===== src/rtl/pry2oht_tree.sv =====
// Priority-to-one-hot converter built as a SPLIT-ary tree.
// Keeps only the highest-priority set bit of pry (lowest index for "LSB",
// highest index for "MSB") and reports whether any bit was set.
// The conversion is combinational; REGISTERED=1 adds one output flop stage.

// Flat base converter shared by the leaves and by every group-select level.
module pry2oht_base #(
  parameter int    N              = 4,
  parameter string DIRECTION      = "LSB",
  parameter int    IMPLEMENTATION = 0
) (
  input  logic [N-1:0] pry,
  output logic [N-1:0] oht,
  output logic         vld
);

  localparam bit MSB = (DIRECTION == "MSB");

  logic [N-1:0] x;
  logic [N-1:0] r;
  logic [N-1:0] p;
  logic         seen;

  function automatic logic [N-1:0] reverse(input logic [N-1:0] v);
    logic [N-1:0] o;
    for (int i = 0; i < N; i++) o[i] = v[N-1-i];
    return o;
  endfunction

  // MSB priority is handled by reversing into LSB order and back again;
  // reversal is pure wiring, so it does not disturb X tolerance.
  always_comb begin
    x    = pry;
    r    = '0;
    p    = '0;
    seen = 1'b0;
    if (MSB) x = reverse(pry);
    case (IMPLEMENTATION)
      0: begin
        // The running seen flag ANDs away every later bit, so X above the
        // first set bit can never reach oht or vld.
        for (int i = 0; i < N; i++) begin
          r[i] = x[i] & ~seen;
          seen = seen | x[i];
        end
      end
      1: begin
        // p[i] = OR of x[i-1:0], built by log-step doubling.
        p = x << 1;
        for (int s = 1; s < N; s = s * 2) p = p | (p << s);
        r    = x & ~p;
        seen = |x;
      end
      default: begin
        r    = x & (~x + N'(1));
        seen = |x;
      end
    endcase
    oht = MSB ? reverse(r) : r;
    vld = seen;
  end

endmodule

module pry2oht_tree #(
  parameter int    WIDTH          = 16,
  parameter int    SPLIT          = 4,
  parameter string DIRECTION      = "LSB",
  parameter int    IMPLEMENTATION = 0,
  parameter bit    REGISTERED     = 1'b0
) (
  input  logic             clk,
  input  logic             rst_n,
  input  logic [WIDTH-1:0] pry,
  output logic [WIDTH-1:0] oht,
  output logic             vld
);

  localparam int GW = WIDTH / SPLIT;

  logic [WIDTH-1:0] oht_p0;
  logic             vld_p0;
  logic             unused_clk_rst;

  assign unused_clk_rst = &{1'b0, clk, rst_n};

  if (WIDTH > SPLIT) begin : gen_tree
    logic [WIDTH-1:0] grp_oht;
    logic [SPLIT-1:0] grp_vld;
    logic [SPLIT-1:0] sel;

    for (genvar g = 0; g < SPLIT; g++) begin : gen_grp
      pry2oht_tree #(
        .WIDTH         (GW),
        .SPLIT         (SPLIT),
        .DIRECTION     (DIRECTION),
        .IMPLEMENTATION(IMPLEMENTATION),
        .REGISTERED    (1'b0)
      ) u_sub (
        .clk  (clk),
        .rst_n(rst_n),
        .pry  (pry[g*GW +: GW]),
        .oht  (grp_oht[g*GW +: GW]),
        .vld  (grp_vld[g])
      );
      // AND-mask, never mux: a deselected group may carry X in IMPLEMENTATION 0.
      assign oht_p0[g*GW +: GW] = grp_oht[g*GW +: GW] & {GW{sel[g]}};
    end

    // The group valids pick the winning group; its vld is the OR of all groups.
    pry2oht_base #(
      .N             (SPLIT),
      .DIRECTION     (DIRECTION),
      .IMPLEMENTATION(IMPLEMENTATION)
    ) u_sel (
      .pry(grp_vld),
      .oht(sel),
      .vld(vld_p0)
    );
  end else begin : gen_leaf
    pry2oht_base #(
      .N             (WIDTH),
      .DIRECTION     (DIRECTION),
      .IMPLEMENTATION(IMPLEMENTATION)
    ) u_leaf (
      .pry(pry),
      .oht(oht_p0),
      .vld(vld_p0)
    );
  end

  // ---- stage boundary: optional output register ----
  if (REGISTERED) begin : gen_reg
    logic [WIDTH-1:0] oht_p1;
    logic             vld_p1;

    // Capture the combinational result; reset clears the outputs at once.
    always_ff @(posedge clk or negedge rst_n) begin
      if (!rst_n) begin
        oht_p1 <= '0;
        vld_p1 <= 1'b0;
      end else begin
        oht_p1 <= oht_p0;
        vld_p1 <= vld_p0;
      end
    end

    assign oht = oht_p1;
    assign vld = vld_p1;
  end else begin : gen_comb
    assign oht = oht_p0;
    assign vld = vld_p0;
  end

endmodule


===== config.mk =====
export PLATFORM = sky130hd
export DESIGN_NAME = pry2oht_tree
export DESIGN_NICKNAME = d
export VERILOG_FILES = /design/src/rtl/pry2oht_tree.sv
export SDC_FILE = /design/constraint.sdc
export NUM_CORES = 1
export LEC_CHECK = 0
export ABC_AREA = 1
export ABC_CLOCK_PERIOD_IN_PS = 1300
export BUFFER_PORTS_ARGS = -buffer_cell sky130_fd_sc_hd__buf_2
export CAP_MARGIN = 10
export CORE_AREA = 2 2 39 41
export DETAILED_ROUTE_END_ITERATION = 10
export DIE_AREA = 0 0 41 43
export PLACE_DENSITY = 0.72
export SLEW_MARGIN = 20
export SYNTH_ARGS = -nofsm -noshare
export SYNTH_HDL_FRONTEND = slang
export SYNTH_HIERARCHICAL = 1
export SYNTH_SLANG_ARGS = --single-unit

===== constraint.sdc =====
create_clock -name vclk -period 1.3
set_input_delay 0.195 -clock vclk [all_inputs]
set_output_delay 0.195 -clock vclk [all_outputs]
set_load 0.05 [all_outputs]

==> results of run 1 <==
-- routing by layer --
layer	share of wire [%]	vias to the layer above	wire [µm]	global-route usage [%]
met4	1.6	0	19	3.33
met1	36	248	421	13.9
li1	-	307	-	-
met3	3.7	2	44	0.524
met2	59	19	690	23.8
met5	0	-	0	0
-- worst paths after layout --
path	cells past startpoint	slack, ns	endpoint	start
worst max-delay path	9	-0.09	oht[12]	pry[5]
worst min-delay path	5	0.81	oht[2]	pry[1]
-- cell usage after synthesis --
cell type,count,area share (%)
buf_4,5,11
inv_1,31,33
nand2_1,21,22
nand3_1,5,7.1
nor2_1,10,11
nor2_2,5,8.9
nor3_1,5,7.1
-- layout make-up --
class	count	area (µm²)
Fill cell	135	534
Timing Repair Buffer	48	403
Multi-Input combinational cell	46	280
Inverter	31	146
Tap cell	16	20.0
-- kinds of logic after synthesis --
| kind of cell | after synthesis |
|---|---|
| AND/OR/NAND/NOR | 46 |
| buffers and inverters | 36 |
-- report_power, final --
part           switching [mW]  total (mW)  internal, mW
Combinational          0.0852       0.157        0.0713
Sequential                  0           0             0
Clock                       0           0             0
Total                  0.0852       0.157        0.0713
-- worst max-delay path, stage by stage --
cell	delay, ns
buf_8	0.10
nor2_4	0.12
nand3_4	0.10
nor2_4	0.13
nand2_2	0.07
nor2_4	0.16
nand2_2	0.10
clkinvlp_4	0.09
buf_8	0.14
-- through the flow --
step / instances / worst slack [ns] / setup TNS (ns) / hold slack (ns) / power [mW]
finish: 141 / -0.0914 / -0.448 / 0.812 / 0.157
detailed placement: 137 / -0.310 / -2.95 / 0.843 / 0.125
CTS: 139 / -0.0770 / -0.478 / 0.814 / 0.141
floorplan: 82 / 0.00437 / 0 / 0.648 / 0.0698
global route: 141 / -0.172 / -1.38 / 0.848 / 0.170
global placement: 137 / -0.263 / -2.69 / 0.819 / 0.122
-- cell usage in the layout, fill, tap and decap left out --
cell,instances
nand2_2,5
inv_1,22
buf_2,16
nor2_2,2
nand3_2,2
nor3_2,1
buf_4,15
nor2_1,8
inv_2,1
buf_6,12
nor3_1,4
clkinvlp_4,8
nand3_1,1
buf_8,5
nor2_4,5
nand3_4,2
nand2_1,16
-- repair_timing --
action                     in CTS  in global routing
pin swaps                       5                  5
setup endpoints to repair      12                 13
resized for setup              44                 14
setup buffers                   2                  2
==> flow_summary.toml, run 1 <==
[status]
status = "finished with violations"
violations = "negative setup slack"

[logic_synthesis]
synth_cell_type_count = 7
netlist_area_um2 = 352
muxShareOfSynthArea_pct = 0
synth-compound-area-share_pct = 0
synth_simple_gate_area_share_pct = 56.2
synth_top_family_by_area = "simple AND/OR/NAND/NOR gates"
postSynthCellCount = 82
synth_xor_area_share_pct = 0
synth_area_per_cell_um2 = 4.29
synthAdderAreaFrac_pct = 0
synthesis.nets = 100
yosysSeqAreaShare_pct = 0
yosysWarnings = 6

[global_route]
grtUsageTotal_pct = 12.6
grt_overflow = 0
grt_start_max_net_pins = 6
grt_pass1_wl_mm = 1.66
grt_pass1_vias = 463
antenna_found_initial = 0

[sta]
finalCritPeriodShare_pct = 107
relSlewSlack_pct = 83.6
final_hold_viol_count = 0
clock.fmax_mhz = 719
worst_pin_slew_ns = 0.248
maxSlewViolCount = 0
rsz0062_at_grt = "yes"
fin_crit_ns = 1.39
setup_viol = 9
fin_ws_ns = -0.0914

[floorplan]
io-pin-count = 35
die_area_mm2 = 0.00176
die_y_um = 43
design.core.area_mm2 = 0.00138
rows = 14
initial_core_util_pct = 25.4
chipWidth_um = 41

[final_layout]
finalNetCount = 145
diodes = 0
area_growth_pct = 142
ff_latch_area_um2 = 0
seq_cell_count = 0
fin_util_pct = 61.4
drive_above_1_share_pct = 59.2
postLayoutCellArea_um2 = 850
clkbuf_count = 0

[detailed_routing]
finalWirelength_mm = 1.18
via_per_inst = 4.09
ant_nets = 0
wl_per_cell_um = 8.33
drt-pass1-iter-count = 3
drc = 0
initialDrtViolationCount = 7
num_vias = 576

[job]
drv_cap = 0

[placed_design]
io_buffers = 33
placed_area_um2 = 612
place.gp.congestion = 0.580
hpwl_um = 794

[worst_hold_path]
hp-class = "in2out"

[setup_path]
critical_path_class = "in2out"
cp.required_ns = 1.11
crit_fanout = 4
worst_setup_path_end_kind = "output pin"
start_kind = "primary input"
arrival_ns = 1.20

[power]
leakagePower_nw = 0.479
ir_worst_vdd_uv = 85.3
power.density_mw_per_mm2 = 184

[clock_tree]
hold_buffers = 0
(Power assumes the default switching activity.)
==> run 2, diff against run 1 <==
- TNS_END_PERCENT: default -> 10
==> run 2 against run 1 <==
  * Setup slack better by 0.095 ns
  * Critical path depth unchanged
  * Flip-flop and latch count unchanged
  * Largest cell class unchanged
  * The flow now finishes without violations
==> flow_summary.toml, run 2 (same netlist as run 1, synthesis figures left out) <==
[detailed_routing]
initialDrtViolationCount = 6
drt-pass1-iter-count = 4
wl_per_cell_um = 7.24
num_vias = 555
finalWirelength_mm = 1.01
ant_nets = 0
via_per_inst = 3.99
drc = 0

[setup_path]
crit_start = "pry[4]"
worst_setup_path_end_kind = "output pin"
start_kind = "primary input"
cp.required_ns = 1.11
critPathCapture = "oht[12]"
critical_path_class = "in2out"
arrival_ns = 1.10
crit_fanout = 4

[placed_design]
place.gp.congestion = 0.635
hpwl_um = 794
io_buffers = 33
post-place-cells = 138

[floorplan]
chipWidth_um = 41
die_y_um = 43
rows = 14
die_area_mm2 = 0.00176
io-pin-count = 35
initial_core_util_pct = 25.4
design.core.area_mm2 = 0.00138

[sta]
maxSlewViolCount = 0
relSlewSlack_pct = 83.1
clock.fmax_mhz = 771
setup_viol = 0
fin_hold_ws_ns = 0.758
final_hold_viol_count = 0
finalCritPeriodShare_pct = 99.7
rsz0062_at_grt = "yes"
worst_pin_slew_ns = 0.255
fin_crit_ns = 1.30

[power]
ir_worst_vdd_uv = 75.2
leakagePower_nw = 0.527
power.density_mw_per_mm2 = 196
p_total_mw = 0.153

[job]
drv_cap = 0

[final_layout]
finalNonFillerCells = 139
diodes = 0
ff_latch_area_um2 = 0
final_common_cell = "inv_1"
fillers = 141
area_growth_pct = 122
final_cell_mix = "inv_1, nand2_1, buf_2"
seq_cell_count = 0
drive_above_1_share_pct = 50.4
clkbuf_count = 0
finalNetCount = 143

[clock_tree]
hold_buffers = 0

[global_route]
antenna_found_initial = 0
grt_pass1_wl_mm = 1.52
grtUsageTotal_pct = 11.1
grt_start_max_net_pins = 6
grt_overflow = 0
grt_pass1_vias = 442

[worst_hold_path]
hold_start = "pry[12]"
hp-class = "in2out"

[status]
status = "finished clean"
-- run 2: cell count changes in the layout (fill, tap and decap cells not counted), moves of 3 or more --
cell / before / now
inv_1: 22 / 27
clkinvlp_4: 8 / 1
nand2_2: 5 / 2
nand2_1: 16 / 19
-- run 2: through the flow --
step                setup TNS (ns)  setup WS [ns]  utilization [%]  area (µm²)
finish                           0        0.00329             56.4         781
global placement             -2.21         -0.217             42.9         593
global route                -0.915         -0.113             56.4         781
detailed placement           -2.44         -0.246             42.9         593
CTS                         -0.247        -0.0669             51.9         718
floorplan                   -0.200        -0.0384                -         355
-- run 2: cell type report --
cell class | instances | area (µm²) | share of cell area (%)
multi-input cells | 46 | 263 | 33.7
well taps | 16 | 20.0 | 2.56
inverters | 31 | 120 | 15.4
repair buffers | 46 | 378 | 48.4
-- run 2: repair_timing --
| item | 4_1_cts | 5_1_grt |
|---|---|---|
| setup endpoints to repair | 12 | 12 |
| resized for setup | 36 | 17 |
| pin swaps | 7 | 7 |
| buffers inserted | 1 | 0 |
-- run 2: worst min-delay path by stage --
stage,to,depth (start not counted)
global placement,oht[12],4
floorplan,oht[1],3
detailed placement,oht[12],4
finish,oht[12],4
CTS,oht[12],4
global route,oht[12],4
-- run 2: critical path, cell delays in order --
cell	delay (ns)
buf_8	0.10
nor2_4	0.12
nand3_4	0.10
nor2_4	0.13
nand2_2	0.07
nor2_4	0.11
nand2_1	0.07
inv_1	0.07
buf_6	0.15
-- run 2: report_power, final --
group          switching [mW]  leakage (nW)  internal (mW)  total (mW)
Clock                       0             0              0           0
Sequential                  0             0              0           0
Combinational          0.0827         0.527         0.0700       0.153
Total                  0.0827         0.527         0.0700       0.153
-- run 2: per-layer routing --
layer	share of wire, %	global-route usage [%]	vias to the layer above
met5	0	0	-
met4	0	0	0
met3	8.3	0	0
met2	51	21.3	25
met1	41	13.6	227
li1	-	-	303
==> run 3, diff against run 2 <==
- REMOVE_ABC_BUFFERS: default -> 1
==> run 3 against run 2 <==
  * The flow now finishes with violations (negative setup slack)
  * Sequential share of layout area is the same
  * Highest routed layer unchanged
  * Die area is the same
  * Critical path type unchanged
  * First-iteration DRC count is 83% lower
  * Largest power group unchanged
==> flow_summary.toml, run 3 (same netlist as run 1, synthesis figures left out) <==
[power]
p_int_mw = 0.0679
power.density_mw_per_mm2 = 194
p_switching_mw = 0.0811
power_switching_share_pct = 54.4
leakagePower_nw = 0.530
pwr-share-comb_pct = 100.0
ir_worst_vdd_uv = 66.7
power.share.clock_pct = 0
pwr-share-seq_pct = 0

[floorplan]
io-pin-count = 35
initial_core_util_pct = 25.4
chipWidth_um = 41
die_area_mm2 = 0.00176
rows = 14
design.core.area_mm2 = 0.00138
die_y_um = 43

[global_route]
grt_pass1_wl_mm = 1.45
grtUsageTotal_pct = 10.7
grt_pass1_vias = 427
antenna_found_initial = 0
grt_overflow = 0
grt_start_max_net_pins = 6

[detailed_routing]
finalWirelength_um = 940
drc = 0
via_per_inst = 3.95
drt-pass1-iter-count = 2
ant_nets = 0
initialDrtViolationCount = 1
num_vias = 549
wl_per_cell_um = 6.76

[sta]
fin_ws_ns = -0.0123
relSlewSlack_pct = 83.4
clock.fmax_mhz = 762
fin_crit_ns = 1.31
finalCritPeriodShare_pct = 101
final_hold_viol_count = 0
fin_setup_tns_ns = -0.0123
worst_pin_slew_ns = 0.251
maxSlewViolCount = 0
setup_viol = 1
rsz0062_at_grt = "yes"

[status]
status = "finished with violations"
violations = "negative setup slack"

[setup_path]
crit_fanout = 4
start_kind = "primary input"
cp.required_ns = 1.11
worst_setup_path_end_kind = "output pin"
critical_path_class = "in2out"
arrival_ns = 1.12

[placed_design]
placed_area_um2 = 574
place.gp.congestion = 0.575
hpwl_um = 758
io_buffers = 33

[final_layout]
seq_cell_count = 0
finalNetCount = 143
fillers = 135
postLayoutCellArea_um2 = 767
final_common_cell = "inv_1"
area_growth_pct = 118
ff_latch_area_um2 = 0
final_cell_mix = "inv_1, nand2_1, buf_2"
clkbuf_count = 0
diodes = 0
drive_above_1_share_pct = 49.6

[clock_tree]
hold_buffers = 0

[job]
drv_cap = 0

[worst_hold_path]
hp-class = "in2out"
==> run 3: worst paths after layout <==
check	slack [ns]	from	endpoint	cells past startpoint
worst max-delay path	-0.01	pry[5]	oht[5]	10
worst min-delay path	0.74	pry[5]	oht[6]	5
==> run 3: critical path, cell delays in order <==
cell,delay (ns)
buf_8,0.10
nor2_4,0.12
nand3_4,0.10
buf_6,0.13
buf_4,0.12
inv_2,0.05
nor2_4,0.04
nand2_1,0.08
inv_2,0.04
buf_6,0.14
==> run 3: stage by stage <==
stage,worst slack (ns),hold WS [ns],std cells,utilization [%],total power [mW]
5_1_grt,-0.0652,0.756,139,55.4,0.164
4_1_cts,-0.0425,0.760,138,51.2,0.138
2_1_floorplan,-0.109,0.619,77,-,0.0600
3_3_place_gp,-0.214,0.808,136,41.5,0.120
3_5_place_dp,-0.257,0.811,136,41.5,0.122
6_report,-0.0123,0.742,139,55.4,0.149
==> run 3: layout make-up <==
type / count / area (µm²) / share of cell area [%]
Timing Repair Buffer: 46 / 370 / 48.3
Inverter: 31 / 116 / 15.2
Multi-Input combinational cell: 46 / 260 / 33.9
Tap cell: 16 / 20.0 / 2.61
==> run 3: power groups by stage <==
| stage | Combinational (mW) | Sequential, mW | Clock [mW] |
|---|---|---|---|
| finish | 0.149 | 0 | 0 |
| detailed placement | 0.122 | 0 | 0 |
| global placement | 0.120 | 0 | 0 |
| global route | 0.164 | 0 | 0 |
| floorplan | 0.0600 | 0 | 0 |
| CTS | 0.138 | 0 | 0 |
==> run 3: metal layers <==
layer	share of wire (%)	track usage [%]	vias to the layer above
met4	0	0	0
li1	-	-	303
met2	56	22.5	17
met3	6.9	0	0
met1	37	11.1	229
met5	0	0	-
==> run 3: what timing repair did <==
action / 4_1_cts / 5_1_grt
setup buffers: 2 / 1
gates resized for setup: 36 / 15
pin swaps: 6 / 4
gates cloned: 0 / 0
setup endpoints to repair: 12 / 12
